## src/rtl/rfifo_fwft.sv

```systemverilog
// Purpose: first-word-fall-through adapter from a FIFO read port (rinc/rempty/rdata) to a valid/ready stream.
// Latency: rinc high in cycle T -> word registered at end of T+1 -> m_valid in T+2; no rdata->m_data bypass.
// Backpressure: a 2-entry skid buffer absorbs the in-flight read; rinc stops once buffered + in-flight words reach 2.
//
// Ports:
//   rclk     read-domain clock, all state on its rising edge
//   rrst     synchronous active-high reset
//   rempty   FIFO empty flag (registered on rclk by the pointer stage)
//   rinc     read-increment request to the pointer stage
//   rdata    RAM read data, valid the cycle after rinc
//   m_data   stream data, meaningful only while m_valid=1
//   m_valid  stream valid
//   m_ready  stream ready from the consumer
//   m_count  words currently held in the output buffer (0..2)

module rfifo_fwft #(
  parameter int DSIZE = 8
) (
  input  logic             rclk,
  input  logic             rrst,
  input  logic             rempty,
  output logic             rinc,
  input  logic [DSIZE-1:0] rdata,
  output logic [DSIZE-1:0] m_data,
  output logic             m_valid,
  input  logic             m_ready,
  output logic [1:0]       m_count
);

  // Buffer occupancy, the "a read was issued last cycle" flag, and ring pointers.
  logic [1:0]       cnt;
  logic             inflight;
  logic             head;
  logic             tail;
  logic [DSIZE-1:0] buf_q [2];

  logic             pop;
  logic             push;
  logic [2:0]       occ_next;

  assign pop  = m_valid & m_ready;
  // The RAM returns data exactly one cycle after rinc, so a word lands every
  // cycle that follows a read request.
  assign push = inflight;

  // Words that will be owned by this block after this edge, before any new
  // read: buffered + arriving - leaving. Three bits so the sum never wraps;
  // pop implies cnt >= 1, so the subtraction never underflows.
  assign occ_next = {1'b0, cnt} + {2'b00, inflight} - {2'b00, pop};

  // A new read is only issued if its word is guaranteed a slot when it
  // arrives next cycle. Reset gates it combinationally so the pointer stage
  // never advances while both sides are being cleared.
  assign rinc = !rrst && !rempty && (occ_next < 3'd2);

  assign m_valid = (cnt != 2'd0);
  assign m_data  = buf_q[head];
  assign m_count = cnt;

  always_ff @(posedge rclk) begin
    if (rrst) begin
      cnt      <= 2'd0;
      inflight <= 1'b0;
      head     <= 1'b0;
      tail     <= 1'b0;
    end else begin
      inflight <= rinc;
      if (push) tail <= ~tail;
      if (pop)  head <= ~head;
      // Push and pop in the same cycle cancel; occupancy stays put.
      cnt <= cnt + {1'b0, push} - {1'b0, pop};
    end
  end

  // Storage is not reset: m_valid=0 after reset masks whatever it holds.
  always_ff @(posedge rclk) begin
    if (!rrst && push) buf_q[tail] <= rdata;
  end

endmodule

```

## config.mk

```make
export PLATFORM = sky130hd
export DESIGN_NAME = rfifo_fwft
export DESIGN_NICKNAME = d
export VERILOG_FILES = /design/src/rtl/rfifo_fwft.sv
export SDC_FILE = /design/constraint.sdc
export NUM_CORES = 1
export LEC_CHECK = 0
export BUFFER_PORTS_ARGS = -buffer_cell sky130_fd_sc_hd__buf_2
export CAP_MARGIN = 20
export CORE_MARGIN = 5
export CORE_UTILIZATION = 40
export CTS_CLUSTER_SIZE = 8
export DETAILED_ROUTE_END_ITERATION = 8
export PLACE_DENSITY_LB_ADDON = 0.25
export SYNTH_ARGS = -nofsm -noshare
export SYNTH_HDL_FRONTEND = slang
export SYNTH_SLANG_ARGS = --single-unit
export TNS_END_PERCENT = 30
```

## constraint.sdc

```tcl
create_clock -name rclk -period 2.26 [get_ports rclk]
set_input_delay 0.113 -clock rclk [delete_from_list [all_inputs] [get_ports rclk]]
set_output_delay 0.113 -clock rclk [all_outputs]
set_load 0.005 [all_outputs]
```

Yosys cells after proc, flatten, opt, wreduce, memory -nomap -nowiden

Memory sizes are Yosys's and may differ from the RTL's. A register that Yosys moved wholly into a read port is not among the register bits.
Index checks and enable logic that the tools add are counted.

Register bits: 5
Memory bits (writable): 16
Output and inout bits: 12
Memories kept: 1

Memory list:

| memory | words | bits a word | read ports | clocked after Yosys merged registers in | wr ports | line | text |
|---|---|---|---|---|---|---|---|
| buf_q  | 2     | 8           | 1          | 1                                       | 1        | 35   | `logic [DSIZE-1:0] buf_q [2];` |

Add/sub/neg operators: 4
Order comparisons: 1
Mux-type cells: 4
Bitwise logic cells: 3
Reduce and logical (&&, ||, !) cells: 6

Operators with widths:

| operator                                                                      | number |
|---|---|
| 1-bit two-way mux                                                             | 4 |
| 2-bit by 1-bit adder with 3-bit output                                        | 1 |
| 1-bit logical AND                                                             | 3 |
| 3-bit by 2-bit less-than comparator with 1-bit output (second input constant) | 1 |
| 3-bit by 1-bit subtractor with 3-bit output                                   | 1 |
| 2-bit by 1-bit adder with 2-bit output                                        | 1 |
| 1-bit zero test                                                               | 2 |
| 1-bit inverter                                                                | 2 |
| 2-bit nonzero test                                                            | 1 |
| 2-bit by 1-bit subtractor with 2-bit output                                   | 1 |
| 1-bit AND                                                                     | 1 |

Longest topological paths before layout

Gate-level depths: netlist of the first run.

Depth in word-level cells: 5
Mapped depth: 7
Gate-level depth less buffers: 7

Worst setup path after synthesis of the first run

No wires, ideal clock.

Path type: register to output
Start: register cnt[1], in the netlist m_count[1]
End: output port rinc
Arrival: 1769 ps
Setup slack: 378 ps
Stages on the path, launching flop included: 7
Buffers on the path: 0
Cell sequence: dfxtp_1 o21a_1 ha_1 inv_1 ha_1 fa_1 nor4_1

Cells in the longest elaborated chain, start to end: 5

RTL lines:

| item                                                  | line | text |
|---|---|---|
| start, declared                                       | 31   | `logic [1:0] cnt;` |
| start signal, assigned                                | 71   | `cnt <= cnt + {1'b0, push} - {1'b0, pop};` |
| 2-bit nonzero test                                    | 56   | `assign m_valid = (cnt != 2'd0);` |
| 1-bit AND                                             | 41   | `assign pop = m_valid & m_ready;` |
| net pop                                               | 37   | `logic pop;` |
| 3-bit by 1-bit subtractor with 3-bit output           | 49   | `assign occ_next = {1'b0, cnt} + {2'b00, inflight} - {2'b00, pop};` |
| net occ_next[1]                                       | 39   | `logic [2:0] occ_next;` |
| 3-bit by 2-bit less-than comparator with 1-bit output | 54   | `assign rinc = !rrst && !rempty && (occ_next < 3'd2);` |
| 1-bit logical AND                                     | 54   |  |
| end, declared                                         | 22   | `output logic rinc,` |

The timed path passes the listed nets, and every way through them passes these cells.

Worst setup path in the final report of the first run

Same ends and word-level chain as after synthesis.

==> results of run 1 <==
[worst min-delay path by stage]
stage / start / slack (ns) / end
after detailed placement: rempty / 0.30 / inflight
after global placement: rempty / 0.30 / inflight
after floorplan: rempty / 0.19 / inflight
final: rrst / 0.09 / m_count[0]
after CTS: rdata[0] / 0.003 / buf_q[0][0]
after global routing: rrst / 0.08 / tail
[metal layers]
layer  share of wire [%]  wire length, um
met1                  38              574
met2                  57              865
met3                 5.3               81
met4                0.46                7
met5                   0                0
[report_power, final]
group / total, W / switching [W] / leakage [nW] / internal [W]
Combinational: 0.000446 / 0.000179 / 0.280 / 0.000267
Clock: 0.000205 / 0.000107 / 0.0210 / 0.0000981
Sequential: 0.000542 / 0.0000388 / 0.195 / 0.000503
Total: 0.00119 / 0.000325 / 0.496 / 0.000869
[logic make-up (layout without fill, tap and decap cells)]
kind of cell,after synthesis,after routing,share of synthesized area (%)
buf+inv,6,48,2.89
mux,10,10,13.0
simple gates,10,10,6.65
flops,22,22,69.4
fa+ha+maj,3,3,5.20
xor+xnor,2,2,2.02
compound gates,1,1,0.867
[cell usage in the layout (no fill, tap or decap), drive strengths merged, types with 3 or more instances in the layout]
cell type and count:
clkbuf 4, dfxtp 6, edfxtp 16, buf 31, mux2 10, inv 4, nor2b 3, dlygate4sd3 9
[cells in the mapped netlist, drive strengths merged]
master | n | area [sq um]
nor2b | 3 | 18.8
nor3b | 1 | 7.51
ha | 2 | 25.0
o21a | 1 | 7.51
dfxtp | 6 | 120
fa | 1 | 20.0
nor4 | 2 | 12.5
or2 | 1 | 6.26
inv | 4 | 15.0
buf | 2 | 10.0
nor2 | 2 | 7.51
nor3 | 1 | 5.00
edfxtp | 16 | 480
xnor2 | 2 | 17.5
mux2 | 10 | 113
[registers in the layout, indices dropped and copies added, names as in the netlist, named ones only]
register  count
m_count       2
tail          1
head          1
buf_q        16
inflight      1
[critical path, delay by kind of cell (launching register included)]
kind                       cells  cell delay (ns)
DFF                            1             0.34
buffers and inverters          2             0.21
AOI/OAI and AO/OA              1             0.21
adders and majority gates      3             0.91
and+or+nand+nor                1             0.23
[metrics by stage]
stage               utilization [%]  std cells  total power [W]  area, sq um
floorplan                         -         54         0.000762          866
detailed placement             50.8        105         0.000883         1030
CTS                            57.8        120          0.00115         1170
global route                   60.0        123          0.00128         1210
finish                         60.0        123          0.00119         1210
global placement               50.8        105         0.000873         1030
[what timing repair did]
item,in CTS,in global routing
hold buffers,7,2
pin swaps,3,3
setup endpoints to repair,1,1
endpoints found under the hold margin,13,4
gates resized for setup,3,3
setup buffers,4,1
[final cells by class]
| type | instances | area (sq um) |
|---|---|---|
| multi-input cells | 26 | 259 |
| inverters | 4 | 15.0 |
| fillers | 170 | 810 |
| well taps | 27 | 33.8 |
| flip-flops and latches | 22 | 603 |
| clock buffers | 4 | 36.3 |
| repair buffers | 40 | 265 |
==> flow_metrics.env, run 1 <==
export IMPL_cts_root_buf="sky130_fd_sc_hd__clkbuf_4"
export IMPL_power_per_cell_area_nw_per_um2=984
export IMPL_whs_ns=0.0924
export IMPL_timing_hold_violations_final=0
export IMPL_synthDistinctLibCells=15
export IMPL_initial_util_pct=42.8
export IMPL_mappedNetlistArea_sq_um=866
export IMPL_post_layout_net_count=112
export IMPL_drcViolationCount=0
export IMPL_failing_checks="setup timing"
export IMPL_crit_fanout=2
export IMPL_final_count_of_pins_violating_max_slew=0
export IMPL_cts_buffer_depth=2
export IMPL_synth_ff_latch_count=22
export IMPL_finalWeightedCongestion=0.713
export IMPL_globalRoute_busiestLayer="met2"
export IMPL_critical_path_reg2reg_endpoint="inflight"
export IMPL_cts_tree="built"
export IMPL_clk_pin_slew_ns=0.11
export IMPL_global_route_usage_met3_pct=2.75
export IMPL_die_area_sq_um=3200
export IMPL_power_leakage_nw=0.496
export IMPL_critPathSlowestCell="sky130_fd_sc_hd__fa_2"
export IMPL_top_level_ports=24
export IMPL_globalRouteTotalUtil_pct=10.2
export IMPL_fin_worst_skew_ns=0.00193
export IMPL_grt_overflow_total=0
export IMPL_timing_final_ws_setup_ns=-0.0458
export IMPL_synth_seq_area_share_pct=69.4
export IMPL_share_of_final_layout_standard_cells_stronger_than_drive_strength_1_pct=54.2
export IMPL_globalRouteMet1Util_pct=10.8
export IMPL_via_count=561
export IMPL_relative_slew_slack_pct=64.5
export IMPL_insertion_delay_of_the_later_clocked_pin_in_the_worst_skew_pair_ns=0.29
export IMPL_numClockSinks=22
export IMPL_tightestPinTransition_ns=0.528
export IMPL_use_met2_pct=18.3
export IMPL_grt_max_degree=13
export IMPL_drt_vias_per_instance=4.56
export IMPL_rsz_0062_raised_after_global_routing="true"
export IMPL_synthesis_area_per_instance_sq_um=16.0
export IMPL_crit_end="rinc"
export IMPL_timing_final_setup_violations=1
export IMPL_antenna_left=0
export IMPL_cts_htree_levels=1
export IMPL_worst_hold_check_path_type="in -> reg"
export IMPL_cp_startpoint="m_count[1]"
export IMPL_number_of_global_route_vias_before_repair=600
export IMPL_die_w_um=56.5
export IMPL_timing_reg2reg_setup_slack_ns=0.29
export IMPL_yosysWarnings=0
export IMPL_detailed_place_hpwl_um=1060
export IMPL_critical_path_arrival_ns=2.19
export IMPL_insertedDiodeCount=0
export IMPL_syn_instance_count=54
export IMPL_layout_overhead_on_the_synthesized_area_pct=40.0
export IMPL_total_clock_buffers_created_by_cts=3
export IMPL_drtPass1Iterations=2
export IMPL_timing_critical_path_to_type="output pin"
export IMPL_finalWorstPathRequiredPeriod_ns=2.31
export IMPL_timing_setup_critical_path_class="reg -> out"
export IMPL_die_height_um=56.5
export IMPL_timing_critical_path_required_ns=2.15
export IMPL_vdd_drop_max_mv=0.647
export IMPL_worst_r2r_startpoint="m_count[1]"
export IMPL_grt_antenna_before_repair=0
export IMPL_maxCapViolCount=0
export IMPL_io_buffers=23
export IMPL_grt_first_pass_wirelength_um=2530
export IMPL_total_routed_wirelength_um=1530
export IMPL_rows=16
export IMPL_syn_num_nets=69
export IMPL_fin_tns_setup_ns=-0.0458
export IMPL_run_status="finished, violations left"
export IMPL_worstSetupStartpointType="register"
export IMPL_pre_cts_ws_ns=0.233
export IMPL_avgRoutedWirePerCell_um=12.4
export IMPL_reg2reg_depth=7
export IMPL_timing_fmax_mhz=434
export IMPL_core_area_sq_um=2020
export IMPL_hold_path_depth=2
export IMPL_finalCritPeriodShare_pct=102
export IMPL_crit_path_max_incr_delay_ns=0.45
export IMPL_worstPathCellList="o21a_1 -> ha_1 -> inv_1 -> ha_2 -> fa_2 -> nor4_2 -> buf_2"
export IMPL_drtIter0Drc=6
Power figures use the tool's default switching activity.
==> inputs of run 2 (changes only) <==
--- a/config.mk
+++ b/config.mk
@@ -7,8 +7,10 @@
 export LEC_CHECK = 0
 export BUFFER_PORTS_ARGS = -buffer_cell sky130_fd_sc_hd__buf_2
 export CAP_MARGIN = 20
+export CELL_PAD_IN_SITES_DETAIL_PLACEMENT = 1
+export CELL_PAD_IN_SITES_GLOBAL_PLACEMENT = 2
 export CORE_MARGIN = 5
-export CORE_UTILIZATION = 40
+export CORE_UTILIZATION = 34
 export CTS_CLUSTER_SIZE = 8
 export DETAILED_ROUTE_END_ITERATION = 8
 export PLACE_DENSITY_LB_ADDON = 0.25
==> run 2 against run 1 <==
  * Combinational power rose by 4%
  * Global-route usage down 0.85 points
  * Non-clock buffer count up 1
  * Register-to-register slack improved by 0.06 ns
  * The run still ends with setup timing left
==> flow_metrics.env, run 2 (same netlist as run 1, synthesis figures left out) <==
export IMPL_insertedDiodeCount=0
export IMPL_post_layout_total_power_w=0.00122
export IMPL_run_status="finished, violations left"
export IMPL_share_of_final_layout_standard_cells_stronger_than_drive_strength_1_pct=55.7
export IMPL_fill_cells=263
export IMPL_grt_antenna_before_repair=0
export IMPL_grt_overflow_total=0
export IMPL_cts_htree_levels=1
export IMPL_worstPathCellList="o21a_1 -> ha_1 -> inv_1 -> ha_2 -> fa_2 -> nor4_2 -> buf_2"
export IMPL_maxCapViolCount=0
export IMPL_timing_reg2reg_setup_slack_ns=0.35
export IMPL_timing_fmax_mhz=436
export IMPL_cts_buffer_depth=2
export IMPL_post_layout_net_count=113
export IMPL_final_count_of_pins_violating_max_slew=0
export IMPL_cts_root_buf="sky130_fd_sc_hd__clkbuf_4"
export IMPL_core_area_sq_um=2450
export IMPL_relative_slew_slack_pct=76.5
export IMPL_top_layer_used="met4"
export IMPL_timing_critical_path_required_ns=2.15
export IMPL_placedInstanceArea_sq_um=1040
export IMPL_power_per_cell_area_nw_per_um2=996
export IMPL_tightestPinTransition_ns=0.352
export IMPL_crit_end="rinc"
export IMPL_vdd_drop_max_mv=0.486
export IMPL_die_height_um=60.5
export IMPL_grt_max_degree=13
export IMPL_rsz_0062_raised_after_global_routing="true"
export IMPL_rows=18
export IMPL_drt_vias_per_instance=4.49
export IMPL_most_common_layout_cells="23 x sky130_fd_sc_hd__buf_2, 16 x sky130_fd_sc_hd__edfxtp_1, 10 x sky130_fd_sc_hd__mux2_2, 10 x sky130_fd_sc_hd__buf_4, 8 x sky130_fd_sc_hd__dlygate4sd3_1"
export IMPL_layout_cells_most_common="sky130_fd_sc_hd__buf_2"
export IMPL_power_leakage_nw=0.503
export IMPL_cp_startpoint="m_count[1]"
export IMPL_combined_area_of_the_multi_input_logic_cells_sq_um=259
export IMPL_die_area_sq_um=3660
export IMPL_initial_util_pct=35.3
export IMPL_met2_length_um=985
export IMPL_cts_tree="built"
export IMPL_finalWorstPathRequiredPeriod_ns=2.29
export IMPL_timing_final_setup_violations=1
export IMPL_met3RoutedLength_um=57
export IMPL_fin_worst_skew_ns=0.00358
export IMPL_total_clock_buffers_created_by_cts=3
export IMPL_timing_critical_path_to_type="output pin"
export IMPL_drtIter0Drc=10
export IMPL_failing_checks="setup timing"
export IMPL_layout_area_seq_sq_um=603
export IMPL_io_buffers=23
export IMPL_critPathSlowestCell="sky130_fd_sc_hd__fa_2"
export IMPL_number_of_global_route_vias_before_repair=597
export IMPL_met1_length_um=680
export IMPL_insertion_delay_of_the_later_clocked_pin_in_the_worst_skew_pair_ns=0.30
export IMPL_die_w_um=60.5
export IMPL_worstSetupStartpointType="register"
export IMPL_globalRouteTotalUtil_pct=9.35
export IMPL_layout_overhead_on_the_synthesized_area_pct=41.0
export IMPL_drtPass1Iterations=4
export IMPL_clk_pin_slew_ns=0.12
export IMPL_timing_final_ws_setup_ns=-0.0311
export IMPL_reg2reg_depth=7
export IMPL_timing_hold_violations_final=0
export IMPL_worst_hold_check_path_type="in -> reg"
export IMPL_numClockSinks=22
export IMPL_layout_cell_area_non_filler_sq_um=1220
export IMPL_top_level_ports=24
export IMPL_via_count=570
export IMPL_crit_path_max_incr_delay_ns=0.44
export IMPL_grt_first_pass_wirelength_um=2510
export IMPL_pre_cts_ws_ns=0.240
export IMPL_timing_setup_critical_path_class="reg -> out"
export IMPL_drcViolationCount=0
export IMPL_worst_r2r_startpoint="m_count[1]"
export IMPL_largest_register="buf_q"
export IMPL_total_routed_wirelength_um=1730
export IMPL_critical_path_arrival_ns=2.18
export IMPL_finalWeightedCongestion=0.657
export IMPL_avgRoutedWirePerCell_um=13.7
export IMPL_critical_path_reg2reg_endpoint="inflight"
export IMPL_antenna_left=0
export IMPL_crit_fanout=2
export IMPL_detailed_place_hpwl_um=1200
export IMPL_largest_reg_flops=16
export IMPL_finalCritPeriodShare_pct=101
run 2: cell count changes in the layout (fill, tap and decap cells not counted):
cell                            previous run  this run
sky130_fd_sc_hd__buf_4                     8        10
sky130_fd_sc_hd__dlygate4sd3_1             9         8
run 2: worst min-delay path by stage:
| stage | start | endpoint | depth (start not counted) |
|---|---|---|---|
| CTS | rdata[1] | buf_q[1][1] | 1 |
| floorplan | rempty | inflight | 1 |
| finish | rdata[4] | buf_q[0][4] | 1 |
| detailed placement | rdata[0] | buf_q[0][0] | 1 |
| global route | rdata[4] | buf_q[0][4] | 1 |
| global placement | rempty | inflight | 2 |
run 2: where the power goes:
group	total (W)	internal (W)	switching [W]
logic	0.000463	0.000278	0.000185
clock network	0.000210	0.0000981	0.000112
registers	0.000544	0.000503	0.0000403
total	0.00122	0.000879	0.000337
run 2: layout make-up:
| type | instances | share of cell area (%) |
|---|---|---|
| Clock buffer | 4 | 2.97 |
| Multi-Input combinational cell | 26 | 21.2 |
| Timing Repair Buffer | 41 | 22.1 |
| Tap cell | 30 | 3.07 |
| Inverter | 4 | 1.23 |
| Sequential cell | 22 | 49.4 |
run 2: critical path: cells and delay by family, from the launching register on:
kind / cells / cell delay [ns]
adders and majority gates: 3 / 0.87
DFF: 1 / 0.34
and+or+nand+nor: 1 / 0.24
buffers and inverters: 2 / 0.22
AOI/OAI and AO/OA: 1 / 0.20
run 2: routing by layer:
layer	up-vias	track usage, %
li1	278	-
met1	280	10.6
met2	10	17.6
met3	2	1.91
met4	0	2.79
met5	-	0
run 2: repair_timing:
item / in CTS / in global routing
setup endpoints to repair: 1 / 1
buffers inserted: 4 / 2
pin swaps: 3 / 3
hold buffers: 5 / 3
gates resized for setup: 3 / 3
endpoints found under the hold margin: 9 / 6
run 2: through the flow:
step                util [%]  cells  hold WS [ns]  TNS, ns
CTS                     47.2    122      0.000142  -0.0559
detailed placement      42.3    109         0.306        0
floorplan                  -     54         0.191        0
global placement        42.3    109         0.301        0
finish                  49.7    127       0.00994  -0.0311
global route            49.7    127       0.00597   -0.149
